[src/rtl/relu_ctrl_pkg.sv]
// -----------------------------------------------------------------------------
// relu_ctrl_pkg
// Shared definitions for the ReLU batch scheduler slice: the controller state
// encoding and the default geometry (sample width, batch length, issue slot
// period and ReLU unit latency).
// No ports; imported by relu_slot_timer and relu_batch_ctrl.
// -----------------------------------------------------------------------------
package relu_ctrl_pkg;

    localparam int DATA_W_DEF    = 8;
    localparam int BATCH_LEN_DEF = 16;
    localparam int PERIOD_DEF    = 6;
    localparam int RELU_LAT_DEF  = 1;

    typedef enum logic [1:0] {
        IDLE  = 2'd0,
        RUN   = 2'd1,
        DRAIN = 2'd2,
        DONE  = 2'd3
    } state_e;

endpackage

[src/rtl/relu_slot_timer.sv]
// -----------------------------------------------------------------------------
// relu_slot_timer
// Issue-slot period counter. Counts 0..PERIOD-1 and wraps; the slot is open
// while the count sits at PERIOD-1. While hold is asserted the count freezes,
// which keeps an open slot open until the sample is actually taken.
// Ports:
//   clk       in   rising-edge clock
//   rst       in   synchronous active-high reset
//   clr       in   synchronous clear of the count (used outside RUN)
//   hold      in   freeze the count for this cycle
//   slot_open out  count equals PERIOD-1
// -----------------------------------------------------------------------------
module relu_slot_timer
    import relu_ctrl_pkg::*;
#(
    parameter int PERIOD = PERIOD_DEF
) (
    input  logic clk,
    input  logic rst,
    input  logic clr,
    input  logic hold,
    output logic slot_open
);

    localparam int                CNT_W = (PERIOD > 2) ? $clog2(PERIOD) : 2;
    localparam logic [CNT_W-1:0]  LAST  = CNT_W'(PERIOD - 1);

    logic [CNT_W-1:0] cnt_r;

    // Period counter: clear has priority over hold, hold over advance.
    always_ff @(posedge clk) begin
        if (rst) begin
            cnt_r <= {CNT_W{1'b0}};
        end else if (clr) begin
            cnt_r <= {CNT_W{1'b0}};
        end else if (hold) begin
            cnt_r <= cnt_r;
        end else if (cnt_r == LAST) begin
            cnt_r <= {CNT_W{1'b0}};
        end else begin
            cnt_r <= cnt_r + CNT_W'(1);
        end
    end

    assign slot_open = (cnt_r == LAST);

endmodule

[src/rtl/relu_batch_ctrl.sv]
// -----------------------------------------------------------------------------
// relu_batch_ctrl
// Batch scheduler in front of the ReLU datapath. Accepts BATCH_LEN signed
// samples over a valid/ready stream, issues one per PERIOD-cycle slot to the
// ReLU unit (relu_en pulse + relu_data), captures relu_result RELU_LAT cycles
// after the pulse and returns it on a valid/ready output stream.
// Optional feature macro: RELU_BATCH_CTRL_CLIPCNT_EN
//   defined   -> clip_cnt counts negative samples of the current/last batch
//   undefined -> clip_cnt is tied to zero, no counter is built
// Ports:
//   clk, rst                 clock, synchronous active-high reset
//   start                    one-cycle pulse, begins a batch when idle
//   in_valid/in_data/in_ready    input sample stream
//   relu_en/relu_data        issue to the ReLU unit
//   relu_result              ReLU unit output
//   out_valid/out_data/out_ready result stream
//   busy                     high in RUN and DRAIN
//   done                     one-cycle pulse at batch end
//   clip_cnt                 negative-sample count
// -----------------------------------------------------------------------------
module relu_batch_ctrl
    import relu_ctrl_pkg::*;
#(
    parameter int DATA_W    = DATA_W_DEF,
    parameter int BATCH_LEN = BATCH_LEN_DEF,
    parameter int PERIOD    = PERIOD_DEF,
    parameter int RELU_LAT  = RELU_LAT_DEF
) (
    input  logic                           clk,
    input  logic                           rst,
    input  logic                           start,
    input  logic                           in_valid,
    input  logic [DATA_W-1:0]              in_data,
    output logic                           in_ready,
    output logic                           relu_en,
    output logic [DATA_W-1:0]              relu_data,
    input  logic [DATA_W-1:0]              relu_result,
    output logic                           out_valid,
    output logic [DATA_W-1:0]              out_data,
    input  logic                           out_ready,
    output logic                           busy,
    output logic                           done,
    output logic [$clog2(BATCH_LEN+1)-1:0] clip_cnt
);

    localparam int ACC_W = $clog2(BATCH_LEN + 1);

    state_e              state_r;
    logic                busy_r;
    logic                done_r;
    logic [ACC_W-1:0]    acc_cnt_r;
    logic                relu_en_r;
    logic [DATA_W-1:0]   relu_data_r;
    logic [RELU_LAT-1:0] vld_pipe_r;
    logic                out_valid_r;
    logic [DATA_W-1:0]   out_data_r;

    logic                slot_open_s;
    logic                in_flight_s;
    logic                pipe_exit_s;
    logic                in_ready_s;
    logic                accept_s;
    logic                timer_clr_s;
    logic                timer_hold_s;

    relu_slot_timer #(
        .PERIOD    (PERIOD)
    ) u_slot_timer (
        .clk       (clk),
        .rst       (rst),
        .clr       (timer_clr_s),
        .hold      (timer_hold_s),
        .slot_open (slot_open_s)
    );

    // Slot gating and accept. in_ready must see out_ready in the same cycle
    // so that draining the output register can free the slot immediately.
    always_comb begin
        in_flight_s  = |vld_pipe_r;
        pipe_exit_s  = vld_pipe_r[RELU_LAT-1];
        in_ready_s   = 1'b0;
        if ((state_r == RUN) && slot_open_s && !in_flight_s &&
            (!out_valid_r || out_ready)) begin
            in_ready_s = 1'b1;
        end else begin
            in_ready_s = 1'b0;
        end
        accept_s     = in_ready_s && in_valid;
        timer_clr_s  = (state_r != RUN);
        // An open slot that is not taken (blocked or no data) stays open.
        timer_hold_s = slot_open_s && !accept_s;
    end

    // Issue register: one-cycle enable and operand held until the next issue.
    always_ff @(posedge clk) begin
        if (rst) begin
            relu_en_r   <= 1'b0;
            relu_data_r <= {DATA_W{1'b0}};
        end else begin
            relu_en_r <= accept_s;
            if (accept_s) begin
                relu_data_r <= in_data;
            end
        end
    end

    // In-flight tracker: the valid bit leaves the last stage exactly when
    // relu_result belongs to the issued sample.
    generate
        if (RELU_LAT == 1) begin : g_pipe_single
            // Single-stage tracker follows the issue pulse.
            always_ff @(posedge clk) begin
                if (rst) begin
                    vld_pipe_r <= 1'b0;
                end else begin
                    vld_pipe_r <= accept_s;
                end
            end
        end else begin : g_pipe_multi
            // Multi-stage tracker shifts the issue pulse RELU_LAT deep.
            always_ff @(posedge clk) begin
                if (rst) begin
                    vld_pipe_r <= {RELU_LAT{1'b0}};
                end else begin
                    vld_pipe_r <= {vld_pipe_r[RELU_LAT-2:0], accept_s};
                end
            end
        end
    endgenerate

    // Output register: a new capture wins over a simultaneous drain.
    always_ff @(posedge clk) begin
        if (rst) begin
            out_valid_r <= 1'b0;
            out_data_r  <= {DATA_W{1'b0}};
        end else if (pipe_exit_s) begin
            out_valid_r <= 1'b1;
            out_data_r  <= relu_result;
        end else if (out_ready) begin
            out_valid_r <= 1'b0;
        end
    end

    // Batch FSM with registered busy/done.
    always_ff @(posedge clk) begin
        if (rst) begin
            state_r   <= IDLE;
            busy_r    <= 1'b0;
            done_r    <= 1'b0;
            acc_cnt_r <= {ACC_W{1'b0}};
        end else begin
            case (state_r)
                IDLE: begin
                    done_r <= 1'b0;
                    if (start) begin
                        state_r   <= RUN;
                        busy_r    <= 1'b1;
                        acc_cnt_r <= {ACC_W{1'b0}};
                    end
                end
                RUN: begin
                    if (accept_s) begin
                        acc_cnt_r <= acc_cnt_r + ACC_W'(1);
                        if (acc_cnt_r == ACC_W'(BATCH_LEN - 1)) begin
                            state_r <= DRAIN;
                        end
                    end
                end
                DRAIN: begin
                    if (!in_flight_s && !out_valid_r) begin
                        state_r <= DONE;
                        busy_r  <= 1'b0;
                        done_r  <= 1'b1;
                    end
                end
                DONE: begin
                    state_r <= IDLE;
                    done_r  <= 1'b0;
                end
                default: begin
                    state_r <= IDLE;
                    busy_r  <= 1'b0;
                    done_r  <= 1'b0;
                end
            endcase
        end
    end

`ifdef RELU_BATCH_CTRL_CLIPCNT_EN
    logic [ACC_W-1:0] clip_cnt_r;

    // Negative-sample counter: cleared on batch start, held after the batch.
    always_ff @(posedge clk) begin
        if (rst) begin
            clip_cnt_r <= {ACC_W{1'b0}};
        end else if ((state_r == IDLE) && start) begin
            clip_cnt_r <= {ACC_W{1'b0}};
        end else if (accept_s && in_data[DATA_W-1]) begin
            clip_cnt_r <= clip_cnt_r + ACC_W'(1);
        end
    end

    assign clip_cnt = clip_cnt_r;
`else
    assign clip_cnt = {ACC_W{1'b0}};
`endif

    assign in_ready  = in_ready_s;
    assign relu_en   = relu_en_r;
    assign relu_data = relu_data_r;
    assign out_valid = out_valid_r;
    assign out_data  = out_data_r;
    assign busy      = busy_r;
    assign done      = done_r;

endmodule

[config.mk]
export PLATFORM = sky130hd
export DESIGN_NAME = relu_batch_ctrl
export DESIGN_NICKNAME = d
export VERILOG_FILES = /design/src/rtl/relu_ctrl_pkg.sv /design/src/rtl/relu_slot_timer.sv /design/src/rtl/relu_batch_ctrl.sv
export SDC_FILE = /design/constraint.sdc
export NUM_CORES = 1
export LEC_CHECK = 0
export BUFFER_PORTS_ARGS = -buffer_cell sky130_fd_sc_hd__buf_2
export CELL_PAD_IN_SITES_DETAIL_PLACEMENT = 0
export CELL_PAD_IN_SITES_GLOBAL_PLACEMENT = 1
export CORE_MARGIN = 2
export CORE_UTILIZATION = 36
export CTS_BUF_LIST = sky130_fd_sc_hd__clkbuf_16
export DETAILED_ROUTE_END_ITERATION = 10
export PLACE_DENSITY_LB_ADDON = 0.1
export REMOVE_ABC_BUFFERS = 1
export SYNTH_ARGS = -nofsm -noshare
export SYNTH_HDL_FRONTEND = slang
export SYNTH_HIERARCHICAL = 1
export SYNTH_SLANG_ARGS = --single-unit
export TNS_END_PERCENT = 100
[constraint.sdc]
create_clock -name clk -period 2.4 [get_ports clk]
set_clock_uncertainty 0.15 [all_clocks]
set_input_delay 0.48 -clock clk [delete_from_list [all_inputs] [get_ports clk]]
set_output_delay 0.48 -clock clk [all_outputs]
set_load 0.05 [all_outputs]
==> flow_summary_export.csv <==
group,metric,value,unit
status,status,"finished clean",
floorplanning,die_w,66.14,um
yosys,syn_area,1390,sq um
global_routing,first_global_vias,1021,
floorplanning,initial_utilization,37.69,%
yosys,yosysTopAreaCell,"dfxtp_1",
setup_path,crit_start,"state_r[1]$_SDFFE_PP0P_",
drt,vias_per_cell,4.762,
sta,hold_violations,0,
yosys,synth.most_common_cell,"dfxtp_1",
cts,cts_max_level,2,
power,vdd_drop_max,0.5070,mV
drt,wl,2.825,mm
drt,drcViolationCount,0,
worst_hold_path,holdCritPathClass,"input pin to flip-flop",
drt,ant_nets,0,
sta,setup_viol,0,
cts,post-cts-setup-buffers,0,
cts,hold_buffers,0,
drt,wl_per_cell,11.58,um
cts,clkTransAtPathRegs,0.05,ns
sta,rsz0062_at_grt,"false",
setup_path,timing.rr.end,"acc_cnt_r[4]$_SDFFE_PP0P_",
cts,cts_tree,"built",
cells_and_area,antenna_cells,0,
yosys,synthFlopType,"dfxtp_1",
global_routing,overflow,0,
floorplanning,core_area,3689,sq um
placement,dpl.hpwl,2.073,mm
yosys,yosysSeqAreaShare,43.20,%
yosys,synth_area_leaders,"dfxtp_1 (43%), mux2i_1 (10%), ha_1 (5.4%)",
setup_path,arrival,1.46,ns
setup_path,crit_end,"in_ready",
cts,cts-root-buf,"clkbuf_16",
floorplanning,std_cell_rows,22,
setup_path,cp_cell_sequence,"inv_1 > ha_1 > and3_1 > buf_2",
sta,fin_tns_setup,0,ns
placement,gp_congestion,0.7878,
setup_path,reg2reg_slack,0.57,ns
setup_path,path_class,"flip-flop to output port",
cts,clock_latency,0.27,ns
cells_and_area,drive_gt1_share,31.12,%
drt,drtIter0Drc,54,
setup_path,cp_max_fo,10,
setup_path,critPathMaxStageDelay,0.32,ns
cells_and_area,area_delta_synth_final,28.08,%
setup_path,required,1.77,ns
yosys,syn_avg_cell_area,9.145,sq um
setup_path,reg2reg_from,"state_r[1]$_SDFFE_PP0P_",
global_routing,gr-usage-all-layers,14.39,%
cts,cts_sinks,30,
yosys,synthTopCellsByCount,"dfxtp_1 (30), nand2_1 (19), mux2i_1 (14)",
setup_path,crit_slowest_cell,"dfxtp_1",
drt,first_pass_iters,4,
floorplanning,io_pins,47,
power,power_leakage,0.8018,nW
global_routing,grt_pass1_wl,4.616,mm
cts,clock_path_buffers,2,
yosys,synth_cells,152,
global_routing,grt_antenna_before_repair,0,
power,p_total,1.686,mW
cells_and_area,fin_nets,222,
floorplanning,dieArea,4375,sq um
global_routing,grt_start_max_net_pins,27,
power,powerDensity,947.0,nW/um^2
setup_path,reg2reg_depth,5,
cts,numCtsBuffers,5,
yosys,synth_warnings,6,
sta,finalCritPeriodShare,87.04,%
setup_path,startpoint_type,"flip-flop",
cells_and_area,fillCellCount,361,
yosys,ys_seq_elements,30,
cts,ctsResizeCount,0,
drt,vias,1162,
yosys,synth_top_area_share,43.20,%
sta,clock.fmax,478.7,MHz
sta,fin_crit,2.089,ns
floorplanning,die-height,66.14,um
yosys,synth_cell_types,37,
yosys,synthArstFlopShare,0,%
yosys,synth_edf_count,0,
sta,final-max-slew-violation-count,0,
placement,io_buffer_count,41,
setup_path,endpoint_kind,"output port",
job,maxCapViolCount,0,
## area by class of cell
type	instances	area (sq um)	area share, %
multi-input cells	107	700.7	39.35
flip-flops and latches	30	600.6	33.73
well taps	48	60.06	3.373
clock inverters	3	40.04	2.249
inverters	7	26.28	1.476
clock buffers	5	125.1	7.027
repair buffers	44	227.7	12.79
## power breakdown
| group | switching [mW] | internal [mW] |
|---|---|---|
| registers | 0.0207 | 0.538 |
| logic | 0.266 | 0.170 |
| clock network | 0.207 | 0.484 |
| total | 0.494 | 1.19 |
## flip-flops by register name (all words and copies together) (netlist names)
register / cells
acc_cnt_r: 5
busy: 1
done: 1
in_flight_s: 1
out_data: 8
out_valid: 1
relu_data: 8
state_r: 2
u_slot_timer/cnt_r: 3
## worst max-delay path: cells and delay by family (launching register included)
| kind | cells | cell delay (ns) |
|---|---|---|
| buf+inv | 2 | 0.35 |
| flops | 1 | 0.32 |
| fa+ha+maj | 1 | 0.32 |
| simple gates | 1 | 0.20 |
## per-stage QoR
| step | hold slack, ns | std cells | utilization, % | area, sq um | worst slack [ns] |
|---|---|---|---|---|---|
| final | 0.2943 | 244 | 48.27 | 1780 | 0.3110 |
| after global routing | 0.2998 | 244 | 48.27 | 1780 | 0.2196 |
| after CTS | 0.2934 | 244 | 48.27 | 1780 | 0.3074 |
| after detailed placement | 0.2952 | 236 | 43.79 | 1615 | 0.5768 |
| after global placement | 0.2876 | 236 | 43.79 | 1615 | 0.6020 |
| after floorplan | 0.2910 | 144 | - | 1328 | 0.2329 |
## logic make-up after synthesis
| family | count (synthesis) | share of synthesized area, % |
|---|---|---|
| flip-flops | 30 | 43.20 |
| AO/OA/AOI/OAI | 23 | 11.07 |
| AND/OR/NAND/NOR | 59 | 22.50 |
| multiplexers | 14 | 10.08 |
| other | 1 | 0.2698 |
| buffers and inverters | 19 | 7.471 |
| adder cells (fa/ha/maj) | 6 | 5.400 |
## how the worst min path moves through the flow
stage | startpoint | endpoint | cells past startpoint | slack, ns
6_report | in_data[7] | relu_data[7]$_SDFFE_PP0P_ | 3 | 0.29
5_1_grt | in_data[5] | relu_data[5]$_SDFFE_PP0P_ | 3 | 0.30
4_1_cts | in_data[7] | relu_data[7]$_SDFFE_PP0P_ | 3 | 0.29
3_5_place_dp | relu_data[0]$_SDFFE_PP0P_ | relu_data[0]$_SDFFE_PP0P_ | 2 | 0.30
3_3_place_gp | relu_data[0]$_SDFFE_PP0P_ | relu_data[0]$_SDFFE_PP0P_ | 2 | 0.29
2_1_floorplan | acc_cnt_r[4]$_SDFFE_PP0P_ | acc_cnt_r[4]$_SDFFE_PP0P_ | 2 | 0.29
## per-layer routing
layer / GRT usage (%) / vias to the layer above / wire length [um]
met5: 0 / - / 0
met2: 23.00 / 29 / 1373
li1: - / 594 / -
met1: 16.75 / 532 / 1248
met4: 7.653 / 0 / 63
met3: 5.111 / 7 / 139
## cells in the final DEF, fill, tap and decap left out, types with 2 or more instances in the layout
cell	synthesis	layout
nor2b_1	3	3
and2b_2	2	2
nand3_1	3	3
buf_4	6	3
nand2b_1	3	3
inv_1	7	7
nor4_1	2	2
a21oi_1	12	12
and3_1	2	2
a21o_1	2	2
nand2_1	19	19
conb_1	1	5
nand4_1	2	2
o22ai_1	2	2
mux2i_1	14	14
ha_1	6	6
clkinv_2	0	2
nor2_1	13	13
nor3_1	2	2
dfxtp_1	30	30
buf_2	2	41
clkbuf_16	0	5
Power figures use the tool's default switching activity.
